## config.mk

```make
export PLATFORM = sky130hd
export DESIGN_NAME = uart_fifo_core
export DESIGN_NICKNAME = d
export VERILOG_FILES = /design/src/rtl/uart_fifo_core.sv
export SDC_FILE = /design/constraint.sdc
export NUM_CORES = 1
export LEC_CHECK = 0
export CORE_MARGIN = 10
export CORE_UTILIZATION = 30
export CTS_CLUSTER_DIAMETER = 100
export DETAILED_ROUTE_END_ITERATION = 10
export PLACE_DENSITY = 0.55
export SLEW_MARGIN = 20
export SYNTH_ARGS = -nofsm -noshare
export SYNTH_HDL_FRONTEND = slang
export SYNTH_SLANG_ARGS = --single-unit
```

## constraint.sdc

```tcl
create_clock -name sclk -period 2.6 [get_ports sclk]
set_clock_uncertainty 0.15 [all_clocks]
set_input_delay 0.39 -clock sclk [delete_from_list [all_inputs] [get_ports sclk]]
set_output_delay 0.39 -clock sclk [all_outputs]
set_load 0.1 [all_outputs]
```

## src/rtl/uart_fifo_core.sv

```systemverilog
// Full-duplex UART with TX/RX FIFOs, 16x oversampled receive and sticky error flags.
// Define UART_PARITY_EN to add a parity bit (PARITY_ODD selects odd parity) and rx_parity_err.
module uart_fifo_core #(
    parameter int unsigned CLK_HZ        = 50000000,
    parameter int unsigned BAUD          = 115200,
    parameter int unsigned DATA_BITS     = 8,
    parameter int unsigned STOP_BITS     = 1,
    parameter int unsigned TX_DEPTH_LOG2 = 2,
`ifdef UART_PARITY_EN
    parameter bit          PARITY_ODD    = 1'b0,
`endif
    parameter int unsigned RX_DEPTH_LOG2 = 2
) (
    input  logic                 sclk,
    input  logic                 reset,
    input  logic [DATA_BITS-1:0] tx_data,
    input  logic                 tx_wr,
    output logic                 tx_full,
    output logic                 tx_busy,
    output logic                 dout,
    input  logic                 din,
    output logic [DATA_BITS-1:0] rx_data,
    output logic                 rx_valid,
    input  logic                 rx_rd,
    output logic                 rx_overrun,
    output logic                 rx_frame_err,
`ifdef UART_PARITY_EN
    output logic                 rx_parity_err,
`endif
    input  logic                 err_clr
);

    localparam int unsigned DivRaw  = CLK_HZ / (BAUD * 16);
    localparam int unsigned Div     = (DivRaw < 1) ? 1 : DivRaw;
    localparam int unsigned DivW    = (Div > 1) ? $clog2(Div) : 1;
    localparam int unsigned TxDepth = 1 << TX_DEPTH_LOG2;
    localparam int unsigned RxDepth = 1 << RX_DEPTH_LOG2;

    localparam logic [DivW-1:0]          DivLast  = DivW'(Div - 1);
    localparam logic [3:0]               BitLast  = 4'(DATA_BITS - 1);
    localparam logic [3:0]               StopLast = 4'(STOP_BITS - 1);
    localparam logic [TX_DEPTH_LOG2:0]   TxPtrOne = 1;
    localparam logic [RX_DEPTH_LOG2:0]   RxPtrOne = 1;

    // ---------------- tick generator ----------------
    logic [DivW-1:0] div_q;
    logic            tick;

    assign tick = (div_q == DivLast);

    always_ff @(posedge sclk or posedge reset) begin
        if (reset) div_q <= '0;
        else       div_q <= tick ? '0 : div_q + DivW'(1);
    end

    // ---------------- TX FIFO ----------------
    logic [DATA_BITS-1:0]   tx_mem [TxDepth];
    logic [TX_DEPTH_LOG2:0] tx_wp_q, tx_rp_q;
    logic                   tx_empty, tx_push, tx_pop;
    logic [DATA_BITS-1:0]   tx_head;

    assign tx_empty = (tx_wp_q == tx_rp_q);
    assign tx_full  = (tx_wp_q[TX_DEPTH_LOG2] != tx_rp_q[TX_DEPTH_LOG2]) &&
                      (tx_wp_q[TX_DEPTH_LOG2-1:0] == tx_rp_q[TX_DEPTH_LOG2-1:0]);
    assign tx_push  = tx_wr && (!tx_full || tx_pop);
    assign tx_head  = tx_mem[tx_rp_q[TX_DEPTH_LOG2-1:0]];

    always_ff @(posedge sclk) begin
        if (tx_push) tx_mem[tx_wp_q[TX_DEPTH_LOG2-1:0]] <= tx_data;
    end

    always_ff @(posedge sclk or posedge reset) begin
        if (reset) begin
            tx_wp_q <= '0;
            tx_rp_q <= '0;
        end else begin
            if (tx_push) tx_wp_q <= tx_wp_q + TxPtrOne;
            if (tx_pop)  tx_rp_q <= tx_rp_q + TxPtrOne;
        end
    end

    // ---------------- TX FSM ----------------
    typedef enum logic [2:0] {
        StTxIdle,
        StTxStart,
        StTxData,
`ifdef UART_PARITY_EN
        StTxParity,
`endif
        StTxStop
    } tx_state_e;

    tx_state_e            tx_state_q, tx_state_d;
    logic [3:0]           tx_cnt_q, tx_cnt_d, tx_bit_q, tx_bit_d;
    logic [DATA_BITS-1:0] tx_sh_q, tx_sh_d;
    logic                 dout_q, dout_d, tx_end, tx_load;
`ifdef UART_PARITY_EN
    logic                 tx_par_q, tx_par_d;
`endif

    assign tx_end  = tick && (tx_cnt_q == 4'd15);
    assign dout    = dout_q;
    assign tx_busy = (tx_state_q != StTxIdle) || !tx_empty;

    always_comb begin
        tx_state_d = tx_state_q;
        tx_cnt_d   = tx_cnt_q;
        tx_bit_d   = tx_bit_q;
        tx_sh_d    = tx_sh_q;
        dout_d     = dout_q;
        tx_pop     = 1'b0;
        tx_load    = 1'b0;
`ifdef UART_PARITY_EN
        tx_par_d   = tx_par_q;
`endif
        if (tick && (tx_state_q != StTxIdle)) tx_cnt_d = tx_cnt_q + 4'd1;
        unique case (tx_state_q)
            StTxIdle: tx_load = tick && !tx_empty;
            StTxStart: begin
                if (tx_end) begin
                    tx_state_d = StTxData;
                    tx_bit_d   = '0;
                    dout_d     = tx_sh_q[0];
                    tx_sh_d    = tx_sh_q >> 1;
                end
            end
            StTxData: begin
                if (tx_end) begin
                    if (tx_bit_q == BitLast) begin
                        tx_bit_d = '0;
`ifdef UART_PARITY_EN
                        tx_state_d = StTxParity;
                        dout_d     = tx_par_q;
`else
                        tx_state_d = StTxStop;
                        dout_d     = 1'b1;
`endif
                    end else begin
                        tx_bit_d = tx_bit_q + 4'd1;
                        dout_d   = tx_sh_q[0];
                        tx_sh_d  = tx_sh_q >> 1;
                    end
                end
            end
`ifdef UART_PARITY_EN
            StTxParity: begin
                if (tx_end) begin
                    tx_state_d = StTxStop;
                    tx_bit_d   = '0;
                    dout_d     = 1'b1;
                end
            end
`endif
            StTxStop: begin
                if (tx_end) begin
                    if (tx_bit_q == StopLast) begin
                        // Reload straight from the stop bit so back-to-back frames have no gap.
                        if (!tx_empty) tx_load = 1'b1;
                        else           tx_state_d = StTxIdle;
                    end else begin
                        tx_bit_d = tx_bit_q + 4'd1;
                    end
                end
            end
            default: tx_state_d = StTxIdle;
        endcase
        if (tx_load) begin
            tx_pop     = 1'b1;
            tx_sh_d    = tx_head;
            tx_cnt_d   = '0;
            dout_d     = 1'b0;
            tx_state_d = StTxStart;
`ifdef UART_PARITY_EN
            tx_par_d   = (^tx_head) ^ PARITY_ODD;
`endif
        end
    end

    always_ff @(posedge sclk or posedge reset) begin
        if (reset) begin
            tx_state_q <= StTxIdle;
            tx_cnt_q   <= '0;
            tx_bit_q   <= '0;
            tx_sh_q    <= '0;
            dout_q     <= 1'b1;
`ifdef UART_PARITY_EN
            tx_par_q   <= 1'b0;
`endif
        end else begin
            tx_state_q <= tx_state_d;
            tx_cnt_q   <= tx_cnt_d;
            tx_bit_q   <= tx_bit_d;
            tx_sh_q    <= tx_sh_d;
            dout_q     <= dout_d;
`ifdef UART_PARITY_EN
            tx_par_q   <= tx_par_d;
`endif
        end
    end

    // ---------------- RX FIFO ----------------
    logic [DATA_BITS-1:0]   rx_mem [RxDepth];
    logic [RX_DEPTH_LOG2:0] rx_wp_q, rx_rp_q;
    logic                   rx_full, rx_push_req, rx_push, rx_pop, rx_ovr_set;
    logic [DATA_BITS-1:0]   rx_sh_q, rx_sh_d;

    assign rx_valid   = (rx_wp_q != rx_rp_q);
    assign rx_full    = (rx_wp_q[RX_DEPTH_LOG2] != rx_rp_q[RX_DEPTH_LOG2]) &&
                        (rx_wp_q[RX_DEPTH_LOG2-1:0] == rx_rp_q[RX_DEPTH_LOG2-1:0]);
    assign rx_pop     = rx_rd && rx_valid;
    assign rx_push    = rx_push_req && (!rx_full || rx_pop);
    assign rx_ovr_set = rx_push_req && !rx_push;
    assign rx_data    = rx_mem[rx_rp_q[RX_DEPTH_LOG2-1:0]];

    always_ff @(posedge sclk) begin
        if (rx_push) rx_mem[rx_wp_q[RX_DEPTH_LOG2-1:0]] <= rx_sh_q;
    end

    always_ff @(posedge sclk or posedge reset) begin
        if (reset) begin
            rx_wp_q <= '0;
            rx_rp_q <= '0;
        end else begin
            if (rx_push) rx_wp_q <= rx_wp_q + RxPtrOne;
            if (rx_pop)  rx_rp_q <= rx_rp_q + RxPtrOne;
        end
    end

    // ---------------- RX FSM ----------------
    typedef enum logic [2:0] {
        StRxIdle,
        StRxStart,
        StRxData,
`ifdef UART_PARITY_EN
        StRxParity,
`endif
        StRxStop,
        StRxWait
    } rx_state_e;

    rx_state_e  rx_state_q, rx_state_d;
    logic [1:0] rx_sync_q;
    logic       rx_sync, rx_prev_q, rx_mid, rx_end, rx_fe_set;
    logic [3:0] rx_cnt_q, rx_cnt_d, rx_bit_q, rx_bit_d;
`ifdef UART_PARITY_EN
    logic       rx_par_set, rx_par_q;
    assign rx_parity_err = rx_par_q;
`endif

    assign rx_sync = rx_sync_q[1];
    assign rx_mid  = tick && (rx_cnt_q == 4'd7);
    assign rx_end  = tick && (rx_cnt_q == 4'd15);

    always_comb begin
        rx_state_d  = rx_state_q;
        rx_cnt_d    = rx_cnt_q;
        rx_bit_d    = rx_bit_q;
        rx_sh_d     = rx_sh_q;
        rx_push_req = 1'b0;
        rx_fe_set   = 1'b0;
`ifdef UART_PARITY_EN
        rx_par_set  = 1'b0;
`endif
        if (tick) rx_cnt_d = rx_cnt_q + 4'd1;
        unique case (rx_state_q)
            StRxIdle: begin
                if (rx_prev_q && !rx_sync) begin
                    rx_state_d = StRxStart;
                    rx_cnt_d   = '0;
                end
            end
            StRxStart: begin
                // Mid-start recheck rejects short low glitches.
                if (rx_mid) begin
                    rx_cnt_d   = '0;
                    rx_bit_d   = '0;
                    rx_state_d = rx_sync ? StRxIdle : StRxData;
                end
            end
            StRxData: begin
                if (rx_end) begin
                    rx_sh_d = {rx_sync, rx_sh_q[DATA_BITS-1:1]};
                    if (rx_bit_q == BitLast) begin
`ifdef UART_PARITY_EN
                        rx_state_d = StRxParity;
`else
                        rx_state_d = StRxStop;
`endif
                    end else begin
                        rx_bit_d = rx_bit_q + 4'd1;
                    end
                end
            end
`ifdef UART_PARITY_EN
            StRxParity: begin
                if (rx_end) begin
                    rx_par_set = (rx_sync != ((^rx_sh_q) ^ PARITY_ODD));
                    rx_state_d = StRxStop;
                end
            end
`endif
            StRxStop: begin
                if (rx_end) begin
                    if (rx_sync) begin
                        rx_push_req = 1'b1;
                        rx_state_d  = StRxIdle;
                    end else begin
                        rx_fe_set  = 1'b1;
                        rx_state_d = StRxWait;
                    end
                end
            end
            StRxWait: if (rx_sync) rx_state_d = StRxIdle;
            default:  rx_state_d = StRxIdle;
        endcase
    end

    always_ff @(posedge sclk or posedge reset) begin
        if (reset) begin
            rx_sync_q    <= 2'b11;
            rx_prev_q    <= 1'b1;
            rx_state_q   <= StRxIdle;
            rx_cnt_q     <= '0;
            rx_bit_q     <= '0;
            rx_sh_q      <= '0;
            rx_overrun   <= 1'b0;
            rx_frame_err <= 1'b0;
`ifdef UART_PARITY_EN
            rx_par_q     <= 1'b0;
`endif
        end else begin
            rx_sync_q  <= {rx_sync_q[0], din};
            rx_prev_q  <= rx_sync;
            rx_state_q <= rx_state_d;
            rx_cnt_q   <= rx_cnt_d;
            rx_bit_q   <= rx_bit_d;
            rx_sh_q    <= rx_sh_d;
            if (err_clr) begin
                rx_overrun   <= 1'b0;
                rx_frame_err <= 1'b0;
`ifdef UART_PARITY_EN
                rx_par_q     <= 1'b0;
`endif
            end else begin
                if (rx_ovr_set) rx_overrun   <= 1'b1;
                if (rx_fe_set)  rx_frame_err <= 1'b1;
`ifdef UART_PARITY_EN
                if (rx_par_set) rx_par_q     <= 1'b1;
`endif
            end
        end
    end

endmodule

```

## After elaboration in Yosys (flattened, before gate mapping)

Memory sizes are Yosys's and may differ from the RTL's.
Index checks and enable logic that the tools add are counted.

- Memories kept: 2
- Logic and storage cells: 167
- Flip-flop bits (word level): 61
- RAM bits: 64
- Input bits: 14

- Multiplexer cells: 63
- Equal/unequal tests: 38
- Reduce and logical (&&, ||, !) cells: 37
- Add/sub/neg operators: 9

Memories:

| name | depth | bits a word | rd ports | clocked after Yosys merged registers in | wr ports | line | source |
|---|---|---|---|---|---|---|---|
| rx_mem | 4 | 8 | 1 | 0 | 1 | 202 | `logic [DATA_BITS-1:0] rx_mem [RxDepth];` |
| tx_mem | 4 | 8 | 1 | 0 | 1 | 57 | `logic [DATA_BITS-1:0] tx_mem [TxDepth];` |

Operator list:

| kind | number |
|---|---|
| 2-to-1 mux 4 bit | 13 |
| 2-to-1 mux 3 bit | 14 |
| 2-to-1 mux 8 bit | 4 |
| inequality test 2 bit (second input constant) | 12 |
| 2-to-1 mux 1 bit | 22 |
| inequality test 3 bit (second input constant) | 7 |
| adder 4 x 1 -> 4 bit (second input constant) | 4 |
| case mux 4 bit (2 select lines) | 2 |
| case mux 8 bit (2 select lines) | 1 |
| case mux 3 bit (5 select lines) | 1 |
| adder 3 x 1 -> 3 bit (second input constant) | 4 |
| == test 3 x 2 -> 1 bit (second input constant) | 4 |
| == test 4 x 3 -> 1 bit (second input constant) | 3 |
| logical AND 1 bit | 12 |
| case mux 3 bit (4 select lines) | 1 |
| case mux 4 bit (3 select lines) | 1 |
| nonzero test 3 bit | 3 |
| == test 4 bit (second input constant) | 2 |
| AND reduction 4 bit | 2 |
| nonzero test 2 bit | 4 |
| AND reduction 7 bit | 1 |
| == test 3 x 1 -> 1 bit (second input constant) | 2 |
| logical NOT 3 bit | 2 |
| AND reduction 6 bit | 1 |
| 16 further kinds | 25 |

## Longest topological paths before layout

Gate-level depths: netlist (run 1).

- Depth in word-level cells: 10
- Mapped depth: 9

## Least setup slack after synthesis (run 1)

OpenSTA, ideal clock, no wires.

- Path type: reg-to-reg
- Start: reg rx_rp_q[0]
- End: reg rx_rp_q[1]
- Buffers on the path: 1
- Required time: 2.325 ns
- Cell stages (with the launch flop): 6
- Path slack: 0.075 ns
- Arrival time: 2.251 ns
- Cells stage by stage: dfrtp_1 > buf_4 > xnor2_1 > nand3_1 > nand2_1 > mux2_2

- Longest elaborated chain between the ends: 2

Ends and longest elaborated chain:

| item | line | source |
|---|---|---|
| from (decl) | 203 | `logic [RX_DEPTH_LOG2:0] rx_wp_q, rx_rp_q;` |
| from (signal assigned) | 225 | `if (rx_pop) rx_rp_q <= rx_rp_q + RxPtrOne;` |
| inequality test 3 bit | 207 | `assign rx_valid = (rx_wp_q != rx_rp_q);` |
| named net rx_valid | 23 | `output logic rx_valid,` |
| logical AND 1 bit | 210 | `assign rx_pop = rx_rd && rx_valid;` |

The timed path passes the listed nets, and every way through them passes these cells.
A chain may end at the register's enable or synchronous reset.

## Worst setup path in the final report (run 1)

- Start: reg div_q[0]
- End: mem rx_mem[0][1] (enable)

- Longest elaborated chain between the ends: 7

Ends and longest elaborated chain:

| item | line | source |
|---|---|---|
| from (decl) | 46 | `logic [DivW-1:0] div_q;` |
| from (signal assigned) | 53 | `else div_q <= tick ? '0 : div_q + DivW'(1);` |
| == test 5 bit | 49 | `assign tick = (div_q == DivLast);` |
| logical AND 1 bit | 252 | `assign rx_end = tick && (rx_cnt_q == 4'd15);` |
| 2-to-1 mux 1 bit | 303 | `if (rx_end) begin` |
| 2-to-1 mux 1 bit | 265 | `unique case (rx_state_q)` |
| logical AND 1 bit | 211 | `assign rx_push = rx_push_req && (!rx_full \|\| rx_pop);` |
| 2-to-1 mux 1 bit | 216 | `if (rx_push) rx_mem[rx_wp_q[RX_DEPTH_LOG2-1:0]] <= rx_sh_q;` |
| 2-to-1 mux 1 bit (not written as such) | 216 |  |
| to (decl) | 202 |  |

Every way passes these cells.

==> impl_metrics.csv, run 1 <==
group,metric,value,unit
layout,n_antenna_cell,0,
setup_path,worst-path-buf-inv,1,
synthesis,yosys_warnings,0,
floorplanning,pin_count,28,
synthesis,synth-seq-cells,124,
layout,mostFrequentLayoutCell,"edfxtp_1",
setup_path,crit_slowest_cell,"nor4_4",
drt,dr.pass1.iters,4,
job,max-cap-violations,0,
drt,drt-vias-per-instance,4.52,
setup_path,cp_max_fo,8,
setup_path,path_cells,"inv_1 -> ha_1 -> nand4b_4 -> or3_4 -> nor4_4 -> and2_2",
synthesis,synth_edf_count,64,
power,p_leak,2.70,nW
drt,num_vias,3038,
setup_path,cp.required,2.55,ns
floorplanning,design.core.area,18000,um^2
drt,ant_nets,0,
synthesis,syn_inst,387,
setup_path,end_kind,"flip-flop",
layout,nets,468,
setup_path,cp-start-kind,"flip-flop",
layout,stdcell_area,6730,um^2
synthesis,synth_flop_cell,"edfxtp_1",
cts,clkSinkCount,124,
layout,area_growth,22.9,%
drt,wl_per_cell,13.8,um
layout,fin_util,37.5,%
floorplanning,num_rows,49,
layout,multiInputGateArea,1920,um^2
power,ir_worst_vdd,0.557,mV
power,powerDensity,867,nW/um^2
power,finalPower,5.84,mW
synthesis,ys_async_sr_fraction,48.4,%
cts,cts_buffers,17,
timing,hold_viol,0,
drt,wl,9.28,mm
global_routing,grt_pass1_vias,3134,
setup_path,cp_slowest_stage_delay,0.43,ns
placement,place_hpwl,6.69,mm
setup_path,path_delay_family,"simple AND/OR/NAND/NOR gates",
global_routing,grt_antenna_before_repair,0,
synthesis,ys_seq_area_share,62.6,%
setup_path,worstPathArrival,2.45,ns
layout,num-fill-cells,1695,
timing,slew_viol_final,0,
timing,period_minus_slack,2.50,ns
cts,cts_tree,"yes",
layout,final_cell_mix,"edfxtp_1, dfrtp_1, nand2_1, nor2_1, ha_1",
layout,seqCellArea,3430,um^2
min_path,worstHoldPathType,"primary input to asynchronous set/reset pin",
cts,clockBufferDepth,2,
synthesis,syn_avg_cell_area,14.1,um^2
synthesis,yosysUniqueCellTypes,51,
cts,cts_hold_buf,0,
placement,pre_cts_ws,0.0458,ns
placement,routabilityCongestion,0.804,
floorplanning,die_area,24100,um^2
floorplanning,start_util,30.5,%
timing,timing.final.crit_share,96.0,%
global_routing,gr-total-overflow,0,
placement,io_buffers,27,
setup_path,criticalPathCategory,"flip-flop to flip-flop",
cts,clock_latency,0.41,ns
cts,cts-htree-levels,4,
global_routing,grt_first_pass_wirelength,15.9,mm
drt,route.detailed.drc,0,
cts,cts_root_buffer,"clkbuf_16",
floorplanning,fp.dieH,155,um
placement,placed_cell_area,6170,um^2
global_routing,gr-usage-all-layers,8.24,%
global_routing,grt_max_degree,44,
timing,tns,0,ns
synthesis,synth_nets,422,
outcome,status,"finished clean",
timing,setup_ws,0.104,ns
synthesis,netlist_area,5480,um^2
cts,clk_pin_slew,0.05,ns
timing,fmax,401,MHz
layout,drive_gt1_share,23.5,%
timing,setup_viol,0,
drt,drt-initial-drc-count,129,
timing,relSlewSlack,42.8,%
floorplanning,dieWidth,155,um
timing,worst_pin_slew,0.848,ns
## timing repair
item | in CTS | in global routing
endpoints found under the setup margin | 0 | 32
buffers inserted | 0 | 1
gates resized for setup | 0 | 3
## final timing paths
path / depth (start not counted) / to / from / slack [ns]
max in group asynchronous: 3 / dout$_DFFE_PP1P_ / reset / 1.53
min reg2reg: 0 / rx_sync_q[1]$_DFF_PP1_ / rx_sync_q[0]$_DFF_PP1_ / 0.21
min: 2 / rx_rp_q[0]$_DFFE_PP0P_ / reset / 0.14
min in group sclk: 0 / rx_sync_q[1]$_DFF_PP1_ / rx_sync_q[0]$_DFF_PP1_ / 0.21
max: 6 / rx_mem[0][1]$_DFFE_PP_ / div_q[0]$_DFF_PP0_ / 0.10
max reg2reg: 6 / rx_mem[0][1]$_DFFE_PP_ / div_q[0]$_DFF_PP0_ / 0.10
## synth_stat cells, types with 3 or more instances
master / n / area [um^2]
a21oi_1: 8 / 40.0
a31oi_1: 3 / 18.8
and2_1: 5 / 31.3
and2_2: 3 / 22.5
buf_2: 8 / 40.0
buf_4: 3 / 22.5
dfrtp_1: 56 / 1400
dfstp_2: 4 / 105
edfxtp_1: 64 / 1920
ha_1: 21 / 263
inv_1: 20 / 75.1
mux2_2: 12 / 135
mux2i_1: 9 / 90.1
mux4_2: 16 / 360
nand2_1: 32 / 120
nand2b_1: 5 / 31.3
nand3_1: 7 / 35.0
nand4_1: 3 / 18.8
nor2_1: 26 / 97.6
nor3_1: 7 / 35.0
o211ai_1: 3 / 22.5
o21ai_0: 15 / 75.1
xnor2_1: 14 / 123
xor2_1: 9 / 78.8
## per-stage QoR
step,hold WS (ns),instances
2_1_floorplan,0.195,387
3_3_place_gp,0.197,642
3_5_place_dp,0.198,642
4_1_cts,0.144,671
5_1_grt,0.159,672
6_report,0.143,672
## kinds of logic after synthesis
| family | synth area share, % |
|---|---|
| AOI/OAI and AO/OA | 5.37 |
| muxes | 10.7 |
| DFF | 62.6 |
| and+or+nand+nor | 10.0 |
| buffers and inverters | 2.51 |
| adders and majority gates | 4.80 |
| xor gates and xnor gates | 3.98 |
## worst register-to-register path, stage by stage (launching register included)
cell,delay (ns)
dfrtp_1,0.40
inv_1,0.07
ha_1,0.22
nand4b_4,0.16
or3_4,0.42
nor4_4,0.43
and2_2,0.34
## registers in the layout, indices dropped and copies added, names as in the netlist, 4 cells and up
| name | flops |
|---|---|
| rx_mem | 32 |
| tx_mem | 32 |
| rx_sh_q | 8 |
| tx_sh_q | 8 |
| div_q | 5 |
| rx_bit_q | 4 |
| rx_cnt_q | 4 |
| tx_bit_q | 4 |
| tx_cnt_q | 4 |
## metal layers
layer,track usage (%),routed length [um]
met3,3.58,412
met5,0,0
met2,11.7,4100
met1,10.6,4620
met4,3.73,147
## final cells by class
cell class | instances | share of cell area, %
Sequential cell | 124 | 50.9
Clock inverter | 12 | 1.88
Inverter | 20 | 1.12
Tap cell | 229 | 4.26
Multi-Input combinational cell | 232 | 28.5
Timing Repair Buffer | 38 | 6.95
Clock buffer | 17 | 6.32
## power by group
group / switching, mW / internal, mW / total (mW) / leakage (nW)
registers: 0.172 / 2.32 / 2.49 / 1.44
logic: 0.647 / 0.496 / 1.14 / 0.998
clock network: 0.822 / 1.38 / 2.21 / 0.259
Power figures use the tool's default switching activity.
==> inputs of run 2 (changes only) <==
--- a/config.mk
+++ b/config.mk
@@ -14,3 +14,4 @@
 export SYNTH_ARGS = -nofsm -noshare
 export SYNTH_HDL_FRONTEND = slang
 export SYNTH_SLANG_ARGS = --single-unit
+export TNS_END_PERCENT = 1
==> impl_metrics.csv, run 2 (synthesized netlist as in run 1, its figures left out) <==
group,metric,value,unit
setup_path,r2r_cells,6,
global_routing,grt_pass1_vias,3134,
floorplanning,pin_count,28,
setup_path,criticalPathCategory,"flip-flop to flip-flop",
placement,io_buffers,27,
setup_path,worstPathArrival,2.45,ns
timing,fmax,401,MHz
outcome,status,"finished clean",
layout,stdcell_area,6730,um^2
timing,hold_viol,0,
timing,tns,0,ns
power,ir_worst_vdd,0.556,mV
timing,timing.final.crit_share,95.9,%
drt,ant_nets,0,
job,max-cap-violations,0,
timing,worst_pin_slew,0.848,ns
setup_path,cp.required,2.55,ns
setup_path,cp_max_fo,8,
floorplanning,die_area,24100,um^2
floorplanning,start_util,30.5,%
cts,postCtsSetupBuffers,0,
timing,relSlewSlack,42.8,%
drt,wl,9.26,mm
drt,route.detailed.drc,0,
global_routing,gr-usage-all-layers,8.24,%
global_routing,grt_max_degree,44,
layout,nets,467,
timing,period_minus_slack,2.49,ns
power,powerDensity,868,nW/um^2
timing,rsz0062_at_grt,"no",
drt,drt-vias-per-instance,4.51,
layout,mostFrequentLayoutCell,"edfxtp_1",
global_routing,grt_antenna_before_repair,0,
global_routing,grt_first_pass_wirelength,15.9,mm
global_routing,gr-total-overflow,0,
cts,clock_latency,0.41,ns
setup_path,r2r_start,"div_q[0]$_DFF_PP0_",
setup_path,r2r_slack,0.11,ns
timing,setup_viol,0,
setup_path,cp-start-kind,"flip-flop",
cts,clkSinkCount,124,
floorplanning,dieWidth,155,um
layout,n_antenna_cell,0,
placement,routabilityCongestion,0.804,
layout,final_cell_mix,"edfxtp_1, dfrtp_1, nand2_1, nor2_1, ha_1",
floorplanning,num_rows,49,
setup_path,end_kind,"flip-flop",
floorplanning,design.core.area,18000,um^2
cts,clk_pin_slew,0.05,ns
cts,cts-htree-levels,4,
drt,wl_per_cell,13.8,um
cts,clockBufferDepth,2,
placement,place_hpwl,6.69,mm
drt,drt-initial-drc-count,160,
floorplanning,fp.dieH,155,um
setup_path,startpoint,"div_q[0]$_DFF_PP0_",
layout,area_growth,22.9,%
drt,num_vias,3028,
power,p_leak,2.69,nW
cts,cts_root_buffer,"clkbuf_16",
cts,cts_tree,"yes",
setup_path,r2r-end,"rx_mem[0][0]$_DFFE_PP_",
layout,drive_gt1_share,23.5,%
timing,slew_viol_final,0,
drt,dr.pass1.iters,4,
min_path,worstHoldPathType,"primary input to asynchronous set/reset pin",
placement,placed_cell_area,6170,um^2
cts,cts_buffers,17,
run 2: changes by cell type in the layout (fill, tap and decap cells not counted):
cell / previous run / this run
nor3b_1: 2 / 1
buf_4: 13 / 12
nor3b_2: 0 / 1
run 2: through the flow:
stage / power, mW / hold slack (ns) / cells / utilization, % / worst slack (ns)
finish: 5.84 / 0.143 / 671 / 37.4 / 0.106
global route: 6.18 / 0.159 / 671 / 37.4 / 0.00108
CTS: 5.91 / 0.144 / 671 / 37.4 / 0.0333
detailed placement: 3.68 / 0.198 / 642 / 34.3 / 0.0458
global placement: 3.65 / 0.197 / 642 / 34.3 / 0.114
floorplan: 3.35 / 0.195 / 387 / - / 0.0746
run 2: worst max-delay path, stage by stage (launching register included):
cell	delay [ns]
dfrtp_1	0.40
inv_1	0.07
ha_1	0.22
nand4b_4	0.16
or3_4	0.42
nor4_4	0.43
and2_2	0.34
run 2: power by group:
part | total [mW] | switching [mW] | internal [mW]
clock | 2.21 | 0.822 | 1.38
sequential | 2.49 | 0.172 | 2.32
combinational | 1.14 | 0.646 | 0.498
run 2: area by class of cell:
| cell class | instances | area [um^2] |
|---|---|---|
| Timing Repair Buffer | 37 | 460 |
| Fill cell | 1691 | 11200 |
| Inverter | 20 | 75.1 |
| Tap cell | 229 | 287 |
| Sequential cell | 124 | 3430 |
| Clock buffer | 17 | 425 |
| Multi-Input combinational cell | 232 | 1920 |
| Clock inverter | 12 | 126 |
run 2: repair_timing:
action	CTS	global route
setup endpoints to repair	0	32
gates resized for setup	0	4
hold buffers	0	0
run 2: per-layer routing:
layer  share of wire [%]  global-route usage (%)  vias to the layer above  wire length, um
li1                    -                       -                     1499                -
met4                 1.6                    3.73                        0              147
met1                  50                    10.6                     1472             4620
met2                  44                    11.7                       46             4090
met5                   0                       0                        -                0
met3                 4.4                    3.58                       11              410
run 2: worst max-delay path by stage:
| stage | to | cells after the start |
|---|---|---|
| after floorplan | rx_rp_q[1]$_DFFE_PP0P_ | 5 |
| after global placement | tx_mem[0][4]$_DFFE_PP_ | 7 |
| after detailed placement | tx_mem[0][5]$_DFFE_PP_ | 7 |
| after CTS | tx_mem[0][1]$_DFFE_PP_ | 7 |
| after global routing | rx_mem[0][0]$_DFFE_PP_ | 6 |
| final | rx_mem[0][0]$_DFFE_PP_ | 6 |
==> inputs of run 3 (changes only) <==
--- a/config.mk
+++ b/config.mk
@@ -9,6 +9,7 @@
 export CORE_UTILIZATION = 30
 export CTS_CLUSTER_DIAMETER = 100
 export DETAILED_ROUTE_END_ITERATION = 10
+export MAX_ROUTING_LAYER = met4
 export PLACE_DENSITY = 0.55
 export SLEW_MARGIN = 20
 export SYNTH_ARGS = -nofsm -noshare
==> impl_metrics.csv, run 3 (synthesized netlist as in run 1, its figures left out) <==
group,metric,value,unit
outcome,status,"finished clean",
timing,timing.final.crit_share,95.7,%
cts,cts_root_buffer,"clkbuf_16",
cts,cts_hold_buf,0,
setup_path,startpoint,"div_q[0]$_DFF_PP0_",
drt,num_vias,3025,
timing,rsz0062_at_grt,"no",
power,ir_worst_vdd,0.556,mV
layout,final_cell_mix,"edfxtp_1, dfrtp_1, nand2_1, nor2_1, ha_1",
floorplanning,pin_count,28,
layout,final_cell_count_no_fill,671,
setup_path,end_kind,"flip-flop",
timing,setup_viol,0,
timing,relSlewSlack,42.8,%
min_path,worstHoldPathType,"primary input to asynchronous set/reset pin",
placement,place_inst,642,
layout,area_growth,22.9,%
layout,num-fill-cells,1691,
setup_path,cp-start-kind,"flip-flop",
setup_path,worstPathArrival,2.44,ns
drt,route.detailed.drc,0,
cts,clk_pin_slew,0.05,ns
timing,slew_viol_final,0,
job,max-cap-violations,0,
timing,worst_pin_slew,0.848,ns
cts,clock_latency,0.41,ns
drt,drt-initial-drc-count,155,
cts,clkSinkCount,124,
floorplanning,die_area,24100,um^2
layout,drive_gt1_share,23.5,%
placement,io_buffers,27,
drt,wl_per_cell,13.8,um
drt,wl,9.23,mm
layout,stdcell_area,6730,um^2
global_routing,grt_max_degree,44,
setup_path,cp.required,2.55,ns
layout,mostFrequentLayoutCell,"edfxtp_1",
setup_path,cp_max_fo,8,
drt,ant_nets,0,
layout,fin_util,37.4,%
floorplanning,num_rows,49,
global_routing,grt_antenna_before_repair,0,
layout,nets,467,
layout,multiInputGateArea,1920,um^2
global_routing,grt_pass1_vias,3142,
placement,pre_cts_ws,0.0458,ns
power,powerDensity,868,nW/um^2
layout,seqCellArea,3430,um^2
power,p_leak,2.69,nW
drt,drt-vias-per-instance,4.51,
placement,place_hpwl,6.69,mm
power,finalPower,5.84,mW
floorplanning,design.core.area,18000,um^2
cts,cts-htree-levels,4,
cts,cts_tree,"yes",
floorplanning,start_util,30.5,%
setup_path,criticalPathCategory,"flip-flop to flip-flop",
floorplanning,dieWidth,155,um
timing,fmax,402,MHz
floorplanning,fp.dieH,155,um
cts,cts_buffers,17,
timing,hold_viol,0,
global_routing,grt_first_pass_wirelength,15.9,mm
timing,setup_ws,0.111,ns
global_routing,gr-total-overflow,0,
timing,period_minus_slack,2.49,ns
global_routing,gr-usage-all-layers,8.44,%
placement,routabilityCongestion,0.816,
cts,clockBufferDepth,2,
timing,tns,0,ns
layout,n_antenna_cell,0,
drt,dr.pass1.iters,5,
placement,placed_cell_area,6170,um^2
timing,holdWs,0.141,ns
setup_path,r2r_start,"div_q[0]$_DFF_PP0_",
[run 3: cell counts in the layout (fill, tap and decap cells not counted)]
No cell type changed its count.
[run 3: critical path: stages, from the launching register on]
cell and delay, ns:
dfrtp_1 0.40, inv_1 0.07, ha_1 0.22, nand4b_4 0.16, or3_4 0.42, nor4_4 0.43
and2_2 0.33
[run 3: metal layers]
metal / part of all wire [%] / vias to the layer above / global-route usage, %
li1: - / 1500 / -
met5: 0 / - / -
met2: 44 / 43 / 11.7
met4: 1.7 / 0 / 3.73
met1: 50 / 1469 / 10.7
met3: 4.1 / 13 / 3.39
[run 3: layout make-up]
class                      count  share of cell area, %
inverter                      20                   1.12
clock buffer                  17                   6.32
timing repair buffer          37                   6.85
clock inverter                12                   1.88
tap                          229                   4.26
sequential                   124                   51.0
multi-input combinational    232                   28.6
[run 3: power by group]
part / internal, mW / leakage [nW] / switching (mW)
clock: 1.38 / 0.259 / 0.822
combinational: 0.498 / 0.996 / 0.647
sequential: 2.32 / 1.44 / 0.172
[run 3: worst paths after layout]
path / end / slack (ns) / depth (start not counted)
worst max-delay path: rx_mem[0][0]$_DFFE_PP_ / 0.11 / 6
min in group sclk: rx_sync_q[1]$_DFF_PP1_ / 0.21 / 0
worst max register to register: rx_mem[0][0]$_DFFE_PP_ / 0.11 / 6
worst min register to register: rx_sync_q[1]$_DFF_PP1_ / 0.21 / 0
max in group asynchronous: dout$_DFFE_PP1P_ / 1.53 / 3
worst min-delay path: rx_rp_q[0]$_DFFE_PP0P_ / 0.14 / 2
[run 3: repair_timing]
action	4_1_cts	5_1_grt
setup endpoints to repair	0	32
gates resized for setup	0	4
buffers inserted	0	0
